<file path="config.mk">
export PLATFORM = sky130hd
export DESIGN_NAME = polar_mag_sqrt
export DESIGN_NICKNAME = d
export VERILOG_FILES = /design/src/rtl/polar_mag_sqrt.sv
export SDC_FILE = /design/constraint.sdc
export NUM_CORES = 1
export LEC_CHECK = 0
export BUFFER_PORTS_ARGS = -buffer_cell sky130_fd_sc_hd__buf_4
export CAP_MARGIN = 20
export CELL_PAD_IN_SITES_DETAIL_PLACEMENT = 1
export CELL_PAD_IN_SITES_GLOBAL_PLACEMENT = 1
export CORE_UTILIZATION = 44
export CTS_CLUSTER_SIZE = 14
export DETAILED_ROUTE_END_ITERATION = 8
export GPL_ROUTABILITY_DRIVEN = 0
export GPL_TIMING_DRIVEN = 0
export PLACE_DENSITY_LB_ADDON = 0.2
export SKIP_LAST_GASP = 1
export SYNTH_ARGS = -nofsm -noshare
export SYNTH_HDL_FRONTEND = slang
export SYNTH_SLANG_ARGS = --single-unit
</file>
<file path="constraint.sdc">
create_clock -name clk -period 3.3 [get_ports clk]
set_input_delay 0.165 -clock clk [delete_from_list [all_inputs] [get_ports clk]]
set_output_delay 0.165 -clock clk [all_outputs]
set_load 0.03 [all_outputs]
</file>
<file path="src/rtl/polar_mag_sqrt.sv">
// Exact integer square root for the polar-conversion datapath:
// restoring digit-by-digit, one root bit per enabled clock, valid/ready on both sides.
module polar_mag_sqrt #(
    parameter int unsigned IN_W = 17
) (
    input  logic                          clk,
    input  logic                          rst_n,
    input  logic                          ena,
    input  logic                          in_valid,
    output logic                          in_ready,
    input  logic [IN_W-1:0]               sum_in,
    output logic                          out_valid,
    input  logic                          out_ready,
    output logic [(IN_W+1)/2-1:0]         root_out,
    output logic [(IN_W+1)/2:0]           rem_out,
    output logic                          exact_out
);

    localparam int unsigned OUT_W = (IN_W + 1) / 2;
    localparam int unsigned OP_W  = 2 * OUT_W;
    localparam int unsigned REM_W = OUT_W + 2;
    localparam int unsigned CNT_W = (OUT_W > 1) ? $clog2(OUT_W) : 1;

    typedef enum logic [1:0] {
        IDLE = 2'd0,
        CALC = 2'd1,
        DONE = 2'd2
    } state_e;

    state_e             state_q;
    logic [CNT_W-1:0]   cnt_q;
    logic [OP_W-1:0]    op_q;
    logic [REM_W-1:0]   rem_q;
    logic [OUT_W-1:0]   root_q;

    logic               out_valid_q;
    logic [OUT_W-1:0]   root_out_q;
    logic [OUT_W:0]     rem_out_q;
    logic               exact_out_q;

    logic [REM_W-1:0]   rem_sh;
    logic [REM_W-1:0]   trial;
    logic [REM_W-1:0]   rem_d;
    logic [OUT_W-1:0]   root_d;

    // Held off during reset so no operand is taken before the FSM is live.
    assign in_ready = rst_n && ena && (state_q == IDLE);

    // One restoring iteration: bring down two operand bits, try subtracting 4*root+1.
    always_comb begin
        rem_sh = (rem_q << 2) | REM_W'(op_q[OP_W-1 -: 2]);
        trial  = (REM_W'(root_q) << 2) | REM_W'(1);
        rem_d  = rem_sh;
        root_d = root_q << 1;
        if (rem_sh >= trial) begin
            rem_d  = rem_sh - trial;
            root_d = (root_q << 1) | OUT_W'(1);
        end
    end

    always_ff @(posedge clk or negedge rst_n) begin
        if (!rst_n) begin
            state_q     <= IDLE;
            cnt_q       <= '0;
            op_q        <= '0;
            rem_q       <= '0;
            root_q      <= '0;
            out_valid_q <= 1'b0;
            root_out_q  <= '0;
            rem_out_q   <= '0;
            exact_out_q <= 1'b0;
        end else if (ena) begin
            unique case (state_q)
                IDLE: begin
                    if (in_valid) begin
                        op_q    <= OP_W'(sum_in);
                        rem_q   <= '0;
                        root_q  <= '0;
                        cnt_q   <= '0;
                        state_q <= CALC;
                    end
                end
                CALC: begin
                    op_q   <= op_q << 2;
                    rem_q  <= rem_d;
                    root_q <= root_d;
                    cnt_q  <= cnt_q + CNT_W'(1);
                    if (cnt_q == CNT_W'(OUT_W - 1)) begin
                        root_out_q  <= root_d;
                        rem_out_q   <= rem_d[OUT_W:0];
                        exact_out_q <= (rem_d == '0);
                        out_valid_q <= 1'b1;
                        state_q     <= DONE;
                    end
                end
                DONE: begin
                    if (out_ready) begin
                        out_valid_q <= 1'b0;
                        state_q     <= IDLE;
                    end
                end
                default: state_q <= IDLE;
            endcase
        end
    end

    assign out_valid = out_valid_q;
    assign root_out  = root_out_q;
    assign rem_out   = rem_out_q;
    assign exact_out = exact_out_q;

endmodule

</file>
==> impl_metrics.toml <==
[outcome]
status = "complete, no violations"

[logic_synthesis]
netlist_area_sq_um = 3190
synth_edf_count = 0
synth_nets = 367
ys_warn_count = 0
ys_types = 47
ys_seq_area_frac = 0.495
synthFlopType = "dfrtp_1"
async_flop_share = 1.00
syn_inst = 332
synth-seq-cells = 63
syn_area_per_cell_sq_um = 9.60

[critical_path]
worst_setup_path_end_kind = "flop"
critPathArrivalTime_ns = 3.20
crit_type = "reg2reg"
crit_required_ns = 3.58
setup.worst_path.start_class = "flop"
critPathMaxFanout = 7

[grt]
globalRouteOverflowTotal = 0
grt_pass1_vias = 2741
antenna_found_initial = 0
grt_pass1_wl_um = 13800
grt_max_degree = 65
grt_usage = 0.243

[run]
drv_cap = 0

[timing]
rsz0062_at_grt = "false"
slew_viol_final = 0
max_freq_mhz = 343
finalCritPeriodShare = 0.884
finalHoldWorstSlack_ns = 0.0712
post-route-min-period_ns = 2.92
setup_tns_ns = 0
slew_headroom = 0.462
tightestPinTransition_ns = 0.807
fin_worst_skew_ns = 0.0116
worst_slack_ns = 0.383
setup_viol = 0
hold_violations = 0

[floorplanning]
die_x_um = 87.1
core_sq_um = 6910
initial_utilization = 0.461
die_h_um = 87.1
dieArea_sq_um = 7590
ios = 44
num_rows = 30

[drt]
viasPerCell = 5.48
drc = 0
antenna_left = 0
first_pass_iters = 4
drtIter0Drc = 153
wl_um = 8320
via_count = 2667
wl_per_cell_um = 17.1

[clock_network]
cts.clk_slew.worst_paths_ns = 0.07
post_cts_resized = 0
clk_latency_ns = 0.35
ctsRootBufferMaster = "clkbuf_8"
cts_sinks = 63
cts_tree = "built"
cts.path.max_buffers = 2
cts-buffers-inserted = 9
htreeDepth = 3

[layout]
fin_nets = 422
area_growth_pct = 19.9
final_cell_mix = "63 x dfrtp_1, 55 x nand2_1, 44 x buf_4"
drive_gt1_frac = 0.171
final_cell_area_sq_um = 3820
diodes = 0
final_common_cell = "dfrtp_1"

[power_and_ir_drop]
leakage_uw = 0.00178
p_per_area_nw_per_um2 = 1220
power_uw = 4650
ir_drop_v = 0.000395

[placed_design]
post-place-ws_ns = 0.416
dpl-instance-area_sq_um = 3630
hpwl_um = 6000
portBuffers = 43

[hold_path]
hold_path.class = "in2reg"
==> sequential cells by signal, summed over array words and instances, names as in the netlist <==
signal	cells
exact_out	1
cnt_q	4
state_q	2
op_q	18
rem_q	9
rem_out	10
out_valid	1
root_out	9
root_q	9
==> repair_timing <==
item | in CTS | in global routing
setup endpoints to repair | 0 | 0
hold buffers | 1 | 0
hold endpoints to repair | 63 | 0
buffers inserted | 0 | 0
==> logic make-up after synthesis <==
| family | count (synthesis) | synth area share |
|---|---|---|
| buffers and inverters | 35 | 0.0428 |
| muxes | 9 | 0.0283 |
| xor gates and xnor gates | 7 | 0.0192 |
| AOI/OAI and AO/OA | 92 | 0.188 |
| DFF | 63 | 0.495 |
| adders and majority gates | 13 | 0.0510 |
| and+or+nand+nor | 113 | 0.175 |
==> cells in the mapped netlist (2+ instances only) <==
cell type   n  area (sq um)
o21ai_1    22           110
nor4_1      4          25.0
a21o_1      3          22.5
nor2b_1     4          25.0
xnor2_1     6          52.6
dfrtp_1    63          1580
o22ai_1     2          12.5
o21a_1      3          22.5
nor2_1     12          45.0
nand4_1     3          18.8
inv_1      15          56.3
a21oi_1     8          40.0
o21ai_0    27           135
or3_1       2          12.5
nor3b_1    13          97.6
or4_1       2          15.0
nand2_1    55           206
nor3_1      6          30.0
clkbuf_1   12          45.0
mux2i_1     9          90.1
a22o_1      4          35.0
ha_1       13           163
buf_1       3          11.3
a221o_1    13           130
nand3_1     4          20.0
nand2b_1    2          12.5
inv_2       2          7.51
==> per-stage QoR <==
stage          cells  utilization
2_1_floorplan    332            -
3_3_place_gp     471        0.526
3_5_place_dp     471        0.526
4_1_cts          487        0.553
5_1_grt          487        0.553
6_report         487        0.553
==> critical path, cell delays in order, from the launching register on <==
cell	delay, ns
dfrtp_1	0.43
ha_1	0.30
clkbuf_1	0.29
o21ai_1	0.17
nor2b_1	0.17
a2111oi_0	0.51
nor3_1	0.13
or3_1	0.45
a2111oi_2	0.21
a31o_1	0.19
==> routing by layer <==
metal / share of wire / wire (um) / GRT usage
met5: 0 / 0 / 0
met4: 0.014 / 116 / 0.0715
met2: 0.51 / 4250 / 0.423
met3: 0.039 / 324 / 0.0531
met1: 0.44 / 3630 / 0.302
==> where the power goes <==
group	switching, uW	total (uW)	internal (uW)	leakage [uW]
logic	1630	2660	1030	0.000869
clock network	303	631	327	0.0000942
registers	258	1360	1100	0.000815
total	2190	4650	2460	0.00178
==> area by class of cell <==
cell class	count	area, sq um
Timing Repair Buffer	44	333
Tap cell	96	120
Inverter	18	67.6
Multi-Input combinational cell	234	1470
Buffer	17	68.8
Sequential cell	63	1580
Fill cell	840	3080
Clock inverter	3	17.5
Clock buffer	12	165
==> path summary, 6_finish.rpt <==
path                            cells past startpoint                      to                  start  slack, ns
worst max-delay path                                9   exact_out$_DFFE_PN0P_   rem_q[4]$_DFFE_PN0P_       0.38
worst min-delay path                                2  state_q[0]$_DFFE_PN0P_               in_valid       0.07
worst max register to register                      9   exact_out$_DFFE_PN0P_   rem_q[4]$_DFFE_PN0P_       0.38
worst min register to register                      2   root_q[7]$_DFFE_PN0P_  root_q[7]$_DFFE_PN0P_       0.48
max in group asynchronous                           2   root_q[0]$_DFFE_PN0P_                  rst_n       2.31
min in group asynchronous                           2    rem_q[6]$_DFFE_PN0P_                  rst_n       0.44
No activity file was read; power rests on OpenSTA's default activity.
